<file path="src/rtl/ram_burst_master.sv">
// Burst controller for one single-port synchronous RAM: accepts write/read burst
// commands and moves words between the RAM and a write stream / back-pressured read stream.
module ram_burst_master #(
  parameter int ADDR_WIDTH   = 4,
  parameter int MEMORY_DEPTH = 8,
  parameter int MEM_WIDTH    = 16
) (
  input  logic                  Clk,
  input  logic                  Rst,
  input  logic                  CmdValid,
  output logic                  CmdReady,
  input  logic                  CmdWrite,
  input  logic [ADDR_WIDTH-1:0] CmdAddr,
  input  logic [ADDR_WIDTH:0]   CmdLen,
  input  logic [MEM_WIDTH-1:0]  WrDataIn,
  input  logic                  WrValid,
  output logic                  WrReady,
  output logic [MEM_WIDTH-1:0]  RdDataOut,
  output logic                  RdValid,
  input  logic                  RdReady,
  output logic                  Done,
  output logic                  Err,
  output logic                  MemWrEn,
  output logic                  MemRdEn,
  output logic [ADDR_WIDTH-1:0] MemAddress,
  output logic [MEM_WIDTH-1:0]  MemWrData,
  input  logic [MEM_WIDTH-1:0]  MemRdData
);

  typedef enum logic [2:0] {
    S_IDLE   = 3'd0,
    S_WR     = 3'd1,
    S_RD_REQ = 3'd2,
    S_RD_CAP = 3'd3,
    S_RD_OUT = 3'd4,
    S_DONE   = 3'd5
  } state_t;

  localparam logic [ADDR_WIDTH-1:0] LAST_ADDR = ADDR_WIDTH'(MEMORY_DEPTH - 1);
  localparam logic [ADDR_WIDTH-1:0] ADDR_ONE  = ADDR_WIDTH'(1);
  localparam logic [ADDR_WIDTH:0]   DEPTH     = (ADDR_WIDTH + 1)'(MEMORY_DEPTH);
  localparam logic [ADDR_WIDTH:0]   REM_ONE   = (ADDR_WIDTH + 1)'(1);

  state_t                state_q, state_d;
  logic [ADDR_WIDTH-1:0] addr_q, addr_d;
  logic [ADDR_WIDTH:0]   rem_q, rem_d;
  logic                  err_q, err_d;
  logic [MEM_WIDTH-1:0]  rd_data_q, rd_data_d;
  logic                  cmd_ready_q, cmd_ready_d;
  logic                  wr_ready_q, wr_ready_d;
  logic                  mem_rd_en_q, mem_rd_en_d;
  logic                  rd_valid_q, rd_valid_d;
  logic                  done_q, done_d;
  logic                  err_out_q, err_out_d;

  // Addresses wrap at the RAM depth, not at the power of two of the address bus.
  function automatic logic [ADDR_WIDTH-1:0] next_addr(input logic [ADDR_WIDTH-1:0] a);
    if (a == LAST_ADDR) begin
      next_addr = '0;
    end else begin
      next_addr = a + ADDR_ONE;
    end
  endfunction

  // Next-state and next-output computation for the burst sequencer.
  always_comb begin
    state_d   = state_q;
    addr_d    = addr_q;
    rem_d     = rem_q;
    err_d     = err_q;
    rd_data_d = rd_data_q;
    case (state_q)
      S_IDLE: begin
        if (CmdValid) begin
          addr_d = CmdAddr;
          rem_d  = CmdLen;
          if ({1'b0, CmdAddr} >= DEPTH) begin
            err_d   = 1'b1;
            state_d = S_DONE;
          end else if (CmdLen == '0) begin
            state_d = S_DONE;
          end else if (CmdWrite) begin
            state_d = S_WR;
          end else begin
            state_d = S_RD_REQ;
          end
        end else begin
          state_d = S_IDLE;
        end
      end
      S_WR: begin
        if (WrValid) begin
          addr_d = next_addr(addr_q);
          rem_d  = rem_q - REM_ONE;
          if (rem_q == REM_ONE) begin
            state_d = S_DONE;
          end else begin
            state_d = S_WR;
          end
        end else begin
          state_d = S_WR;
        end
      end
      S_RD_REQ: state_d = S_RD_CAP;
      S_RD_CAP: begin
        rd_data_d = MemRdData;
        addr_d    = next_addr(addr_q);
        rem_d     = rem_q - REM_ONE;
        state_d   = S_RD_OUT;
      end
      S_RD_OUT: begin
        if (RdReady) begin
          if (rem_q == '0) begin
            state_d = S_DONE;
          end else begin
            state_d = S_RD_REQ;
          end
        end else begin
          state_d = S_RD_OUT;
        end
      end
      S_DONE: begin
        err_d   = 1'b0;
        state_d = S_IDLE;
      end
      default: state_d = S_IDLE;
    endcase
    // Status outputs are registered by decoding the state being entered.
    cmd_ready_d = (state_d == S_IDLE);
    wr_ready_d  = (state_d == S_WR);
    mem_rd_en_d = (state_d == S_RD_REQ);
    rd_valid_d  = (state_d == S_RD_OUT);
    done_d      = (state_d == S_DONE);
    err_out_d   = (state_d == S_DONE) & err_d;
  end

  // State and registered-output flops with asynchronous active-low reset.
  always_ff @(posedge Clk or negedge Rst) begin
    if (!Rst) begin
      state_q     <= S_IDLE;
      addr_q      <= '0;
      rem_q       <= '0;
      err_q       <= 1'b0;
      rd_data_q   <= '0;
      cmd_ready_q <= 1'b1;
      wr_ready_q  <= 1'b0;
      mem_rd_en_q <= 1'b0;
      rd_valid_q  <= 1'b0;
      done_q      <= 1'b0;
      err_out_q   <= 1'b0;
    end else begin
      state_q     <= state_d;
      addr_q      <= addr_d;
      rem_q       <= rem_d;
      err_q       <= err_d;
      rd_data_q   <= rd_data_d;
      cmd_ready_q <= cmd_ready_d;
      wr_ready_q  <= wr_ready_d;
      mem_rd_en_q <= mem_rd_en_d;
      rd_valid_q  <= rd_valid_d;
      done_q      <= done_d;
      err_out_q   <= err_out_d;
    end
  end

  assign CmdReady   = cmd_ready_q;
  assign WrReady    = wr_ready_q;
  assign RdValid    = rd_valid_q;
  assign RdDataOut  = rd_data_q;
  assign Done       = done_q;
  assign Err        = err_out_q;
  assign MemRdEn    = mem_rd_en_q;
  assign MemWrEn    = (state_q == S_WR) & WrValid;
  assign MemAddress = addr_q;
  assign MemWrData  = WrDataIn;

endmodule

</file>
<file path="config.mk">
export PLATFORM = sky130hd
export DESIGN_NAME = ram_burst_master
export DESIGN_NICKNAME = d
export VERILOG_FILES = /design/src/rtl/ram_burst_master.sv
export SDC_FILE = /design/constraint.sdc
export NUM_CORES = 1
export LEC_CHECK = 0
export CAP_MARGIN = 20
export CORE_ASPECT_RATIO = 1.4
export CORE_UTILIZATION = 43
export DETAILED_ROUTE_END_ITERATION = 7
export PLACE_DENSITY = 0.92
export SLEW_MARGIN = 20
export SYNTH_ARGS = -nofsm -noshare
export SYNTH_HDL_FRONTEND = slang
export SYNTH_SLANG_ARGS = --single-unit
export TNS_END_PERCENT = 5
</file>
<file path="constraint.sdc">
create_clock -name Clk -period 5.2 [get_ports Clk]
set_clock_uncertainty 0.15 [all_clocks]
set_input_delay 1.3 -clock Clk [delete_from_list [all_inputs] [get_ports Clk]]
set_output_delay 1.3 -clock Clk [all_outputs]
set_load 0.005 [all_outputs]
</file>
==> results of run 1 <==
cell usage after synthesis, types with 2 or more instances:
master     n  area (µm²)
nor3_1     3        15.0
o21ai_1    7        35.0
inv_1      4        15.0
a22oi_1    2        15.0
nor2_1    12        45.0
or3b_1     2        17.5
nor3b_1    3        22.5
a21oi_1    6        30.0
nor4b_1    2        17.5
mux2_2    16         180
dfrtp_1   34         851
buf_4     16         120
a221oi_2   2        30.0
buf_2      4        20.0
nand2_1    8        30.0
o21ai_0    9        45.0
ha_1       4        50.1
worst max-delay path, stage by stage:
cell and delay (ns):
clkdlybuf4s50_1 0.49, nor3b_1 0.21, clkdlybuf4s50_1 0.54
power breakdown:
| group | switching [W] | internal (W) |
|---|---|---|
| clock | 0.0000903 | 0.0000939 |
| sequential | 0.0000984 | 0.000408 |
| combinational | 0.000263 | 0.000379 |
logic make-up (layout without fill, tap and decap cells):
logic type                 count (synthesis)  count (layout)
buffers and inverters                     27              71
DFF                                       35              35
muxes                                     17              17
AOI/OAI and AO/OA                         34              34
and+or+nand+nor                           45              45
adders and majority gates                  4               4
registers in the layout (all words and copies together), names as in the netlist:
register and count:
RdDataOut 16, rem_q 5, MemAddress 4, state_q 3, CmdReady 1, Done 1, Err 1, MemRdEn 1
RdValid 1, WrReady 1, err_q 1
through the flow:
stage	utilization	cell area [µm²]	cells	hold slack, ns	setup slack, ns
3_5_place_dp	0.572	2280	241	0.343	1.24
3_3_place_gp	0.572	2280	241	0.336	1.26
5_1_grt	0.593	2360	249	0.373	1.19
6_report	0.593	2360	249	0.354	1.22
4_1_cts	0.593	2360	249	0.358	1.22
2_1_floorplan	-	1800	162	0.319	2.25
area by class of cell:
cell class | count | area (µm²) | area share
tap | 43 | 53.8 | 0.0228
clock inverter | 1 | 5.00 | 0.00212
sequential | 35 | 877 | 0.371
multi-input combinational | 100 | 753 | 0.319
inverter | 5 | 18.8 | 0.00794
clock buffer | 7 | 76.3 | 0.0323
timing repair buffer | 58 | 578 | 0.245
layer usage:
metal  share of wire  wire length (µm)  vias to the layer above
met3           0.078               261                        4
li1                -                 -                      638
met1            0.41              1390                      624
met5               0                 0                        -
met2            0.49              1640                       51
met4           0.018                59                        0
worst paths after layout:
check                      cells after the start                      from                        to
setup / recovery                               3                   WrValid                   MemWrEn
hold / removal                                 1  RdDataOut[5]$_DFFE_PN0P_  RdDataOut[5]$_DFFE_PN0P_
max in group asynchronous                      2                       Rst        CmdReady$_DFF_PN1_
setup reg to reg                               5      state_q[2]$_DFF_PN0_        CmdReady$_DFF_PN1_
hold reg to reg                                1  RdDataOut[5]$_DFFE_PN0P_  RdDataOut[5]$_DFFE_PN0P_
min in group asynchronous                      2                       Rst  RdDataOut[7]$_DFFE_PN0P_
==> summary.md, run 1 <==
| Metric | Value |
|---|---|
| Outcome | `complete, but fails checks` |
| Failing checks | `design-rule violations` |
| Internal reg-to-reg setup slack | `3.15 ns` |
| WS Path Type | `in2out` |
| First-pass GRT wire length | `5410 µm` |
| Row cnt | `27` |
| Syn Nets | `213` |
| Worst hold path type | `reg2reg` |
| Layout cells sized above 1 | `0.180` |
| Via count | `1317` |
| Busiest grt layer | `met2` |
| Max-cap violations | `0` |
| RSZ-0062 raised after global routing | `no` |
| Leakage | `0.992 nW` |
| Worst setup SP type | `input port` |
| Largest net degree at the start of global routing | `36` |
| Max_slew headroom | `0.478` |
| PwrDens | `564 nW/µm²` |
| Antenna viol nets, final | `0` |
| Post-DR vias/cell | `5.29` |
| Remaining DRCs | `18` |
| Prevailing post-synth register cell | `dfrtp_1` |
| Proportion of synthesized area in mux cells | `0.105` |
| Commonest non-fill, non-tap cell in the layout | `clkdlybuf4s50_1` |
| Worst Path Arrival | `2.53 ns` |
| Drt wl/cell | `13.5 µm` |
| Post-synthesis compound-gate area fraction | `0.132` |
| Largest family of logic cells by synthesized area | `simple AND/OR/NAND/NOR gates` |
| Fill cell count | `355` |
| Worst-Skew Late Latency | `0.28 ns` |
| Post-Synth XOR/XNOR Area | `0` |
| Clock H-tree levels | `2` |
| M1 GR Usage | `0.183` |
| Synth Area in Simple Gates | `0.153` |
| Cells after Synth | `162` |
| Seq cells post-synth | `35` |
| Worst-margin pin slew | `0.782 ns` |
| Fin. Hold Viols | `0` |
| Routed WL | `3350 µm` |
| Setup TNS | `0 ns` |
| Grt met2 use | `0.271` |
| Number of global-route vias before repair | `1226` |
| CTS tree | `yes` |
| Io pins | `90` |
| Resized cells post-CTS | `0` |
| CTS sink cnt | `35` |
| Worst Setup End Kind | `primary output` |
| Yosys cell types | `45` |
| DP HPWL | `2460 µm` |
| Setup violators final | `0` |
| Root Buffer | `clkbuf_8` |
| Initial Utilization | `0.453` |
| Core ar. | `3990 µm²` |
| ANT cells | `0` |
| GRT overflow | `0` |
| Final Wtd Congestion | `0.768` |
| Drt first pass iters | `6` |
| Fmax | `0.251 GHz` |
| Avg Inst Size Synth | `11.1 µm²` |
| Final #Nets | `256` |
| Initial DRC count | `45` |
| Fraction of registers with async set/reset | `1.00` |
| Most frequent cells in the layout | `clkdlybuf4s50_1 (57), dfrtp_1 (34), mux2_2 (16)` |
| Gr usage total | `0.159` |
| Post-Syn Area | `1800 µm²` |
| Critical Path Fanout Max | `3` |
| Reg clk slew, reported paths | `0.06 ns` |
| Worst EP required | `3.75 ns` |
| Num CTS Buffers | `5` |
| Sequential share of the synthesized area | `0.486` |
| Worst vdd ir | `0.313 mV` |
| Chip Height | `78.6 µm` |
| Yosys synthesis warning count | `0` |
| PortBufs | `57` |
| Die area | `4460 µm²` |
| Final Power | `0.00133 W` |
| Max clock buf depth | `2` |
| Met3 Use GR | `0.0379` |
| Post-layout min period | `3.98 ns` |
| CTS Hold Buffers Added | `0` |
| EDFF count, synth | `0` |
| Die width | `56.7 µm` |
| Final Max Slew Viols | `0` |
| Initial antenna violation count | `0` |
| Period utilisation layout | `0.766` |
| Layout Area Growth over Synthesis | `30.9%` |
| Post-synthesis adder-cell area fraction | `0.0277` |
| Postcts setup bufs | `0` |
No activity file was read; power rests on OpenSTA's default activity.
==> inputs of run 2 (changes only) <==
Settings changed: CORE_UTILIZATION 43 to 40, PLACE_DENSITY 0.92 to 0.87.
Clock period 5.2 ns to 3.8 ns, I/O delays scaled along.
==> run 2 against run 1 <==
  * The run now ends clean
  * Combinational power rose by 39%
  * Core utilization is 2.5 points lower
  * Critical path depth unchanged
  * Global-route usage rose by 0.58 points
  * Sequential power up 37%
  * Final cell count increased by 7.2%
  * Design area rose by 2.8%
  * First-iteration DRC count is 6.7% lower
  * Power grew 44%
  * Setup slack worse by 0.68 ns
  * Non-clock buffer count grew 1
  * Register-to-register slack got worse by 1.4 ns
  * Largest cell class unchanged
  * Largest power group unchanged
==> summary.md, run 2 (synthesized netlist as in run 1, its figures left out) <==
| Metric | Value |
|---|---|
| Worst-margin pin slew | `0.466 ns (-0.317 ns)` |
| Worst Setup End Kind | `primary output` |
| Worst setup SP type | `input port` |
| Max reg flops | `16 (unchanged)` |
| Worst-Skew Late Latency | `0.28 ns (about the same)` |
| Final Wtd Congestion | `0.775 (+0.91%)` |
| PwrDens | `793 nW/µm² (+41%)` |
| Core ar. | `4270 µm² (+7.2%)` |
| Drt wl/cell | `13.4 µm (-0.82%)` |
| Post-layout min period | `3.26 ns` |
| CTS tree | `yes` |
| Largest net degree at the start of global routing | `36 (unchanged)` |
| Final Power | `0.00192 W (+44%)` |
| Internal reg-to-reg setup slack | `1.73 ns (-1.42 ns)` |
| GRT overflow | `0 (unchanged)` |
| Commonest non-fill, non-tap cell in the layout | `clkdlybuf4s50_1` |
| CTS sink cnt | `35 (unchanged)` |
| Remaining DRCs | `0 (-18)` |
| Worst vdd ir | `0.384 mV (+23%)` |
| Util after Layout | `0.568 (-0.0247)` |
| Max-cap violations | `0 (unchanged)` |
| CTS Hold Buffers Added | `0 (unchanged)` |
| Worst Path Arrival | `2.16 ns (-0.37 ns)` |
| Routed WL | `3570 µm (+6.4%)` |
| Most frequent cells in the layout | `clkdlybuf4s50_1 (57), dfrtp_1 (34), mux2_2 (16)` |
| Final #Nets | `257 (+0.39%)` |
| WHS | `0.353 ns (-0.00136 ns)` |
| Row cnt | `28 (+3.7%)` |
| RSZ-0062 raised after global routing | `no` |
| Chip Height | `81.5 µm (+3.6%)` |
| Worst hold path type | `reg2reg` |
| Worst EP required | `2.70 ns (-1.05 ns)` |
| Post-DR vias/cell | `5.04 (-4.8%)` |
| Max clock buf depth | `2 (unchanged)` |
| Max_slew headroom | `0.685 (+0.207)` |
| Design area | `2430 µm² (+2.8%)` |
| PortBufs | `57 (unchanged)` |
| Setup violators final | `0 (unchanged)` |
| Register Area | `877 µm² (unchanged)` |
| Antenna viol nets, final | `0 (unchanged)` |
| Outcome | `finished, final reports clean` |
| Period utilisation layout | `0.859` |
| Gr usage total | `0.164 (+0.00584)` |
| Num CTS Buffers | `5 (unchanged)` |
| Setup TNS | `0 ns (unchanged)` |
| Final Max Slew Viols | `0 (unchanged)` |
| Critical Path Fanout Max | `3 (unchanged)` |
| Root Buffer | `clkbuf_8` |
| DP HPWL | `2550 µm (+3.5%)` |
| Resized cells post-CTS | `0 (unchanged)` |
| Initial antenna violation count | `0 (unchanged)` |
| Clock H-tree levels | `2 (unchanged)` |
| Io pins | `90 (unchanged)` |
| Fmax | `0.306 GHz` |
| Reg clk slew, reported paths | `0.07 ns (about the same)` |
| Initial Utilization | `0.422 (-0.0305)` |
| Layout cells sized above 1 | `0.193 (+0.0136)` |
| Number of global-route vias before repair | `1348 (+10%)` |
| Postcts setup bufs | `0 (unchanged)` |
| Die width | `58.8 µm (+3.6%)` |
| Via count | `1345 (+2.1%)` |
| First-pass GRT wire length | `5970 µm (+10%)` |
| Leakage | `1.02 nW (+2.4%)` |
| DP Area | `2310 µm² (+1.3%)` |
| ANT cells | `0 (unchanged)` |
| Initial DRC count | `42 (-6.7%)` |
| Fill cell count | `381 (+7.3%)` |
| WS Path Type | `in2out` |
| Layout Area Growth over Synthesis | `34.5%` |
| Area of the multi-input gates | `753 µm² (unchanged)` |
| Drt first pass iters | `4 (-2)` |
| Fin. Hold Viols | `0 (unchanged)` |
| Die area | `4790 µm² (+7.3%)` |
[run 2: changes by cell type in the layout (fill, tap and decap cells not counted), sizes merged]
cell,change
buf,+1
bufinv,+1
clkbuf,-1
[run 2: power breakdown]
part | switching (W) | internal (W)
sequential | 0.000137 | 0.000559
clock | 0.000126 | 0.000212
combinational | 0.000365 | 0.000525
total | 0.000629 | 0.00130
[run 2: per-stage QoR]
stage | worst slack, ns | std cells
2_1_floorplan | 1.55 | 162
3_3_place_gp | 0.568 | 259
3_5_place_dp | 0.558 | 259
4_1_cts | 0.537 | 267
5_1_grt | 0.416 | 267
6_report | 0.536 | 267
[run 2: layer usage]
layer | global-route usage | routed length, µm
met5 | 0 | 0
met4 | 0.0548 | 54
met3 | 0.0441 | 246
met2 | 0.300 | 1850
met1 | 0.181 | 1420
[run 2: area by class of cell]
class                           instances  share of cell area
Multi-Input combinational cell        100               0.310
Tap cell                               60              0.0309
Clock inverter                          2              0.0144
Clock buffer                            6              0.0340
Timing Repair Buffer                   59               0.241
Sequential cell                        35               0.361
Inverter                                5             0.00773
[run 2: worst max-delay path, cell delays in order]
cell and delay (ns):
clkdlybuf4s50_1 0.49, nor3b_1 0.20, clkdlybuf4s50_1 0.53
[run 2: final timing paths]
kind                                           from  cells past startpoint                        to
max                                         WrValid                      3                   MemWrEn
max reg2reg                    state_q[2]$_DFF_PN0_                      5        CmdReady$_DFF_PN1_
min reg2reg                RdDataOut[3]$_DFFE_PN0P_                      1  RdDataOut[3]$_DFFE_PN0P_
min in group asynchronous                       Rst                      2            Done$_DFF_PN0_
min                        RdDataOut[3]$_DFFE_PN0P_                      1  RdDataOut[3]$_DFFE_PN0P_
max in group asynchronous                       Rst                      2        CmdReady$_DFF_PN1_
==> inputs of run 3 (changes only) <==
Settings changed: SKIP_CTS_REPAIR_TIMING from default to 1, SLEW_MARGIN 20 to default.
==> results of run 3 <==
No change in the layout: final DEF, timing and power equal those of run 2.
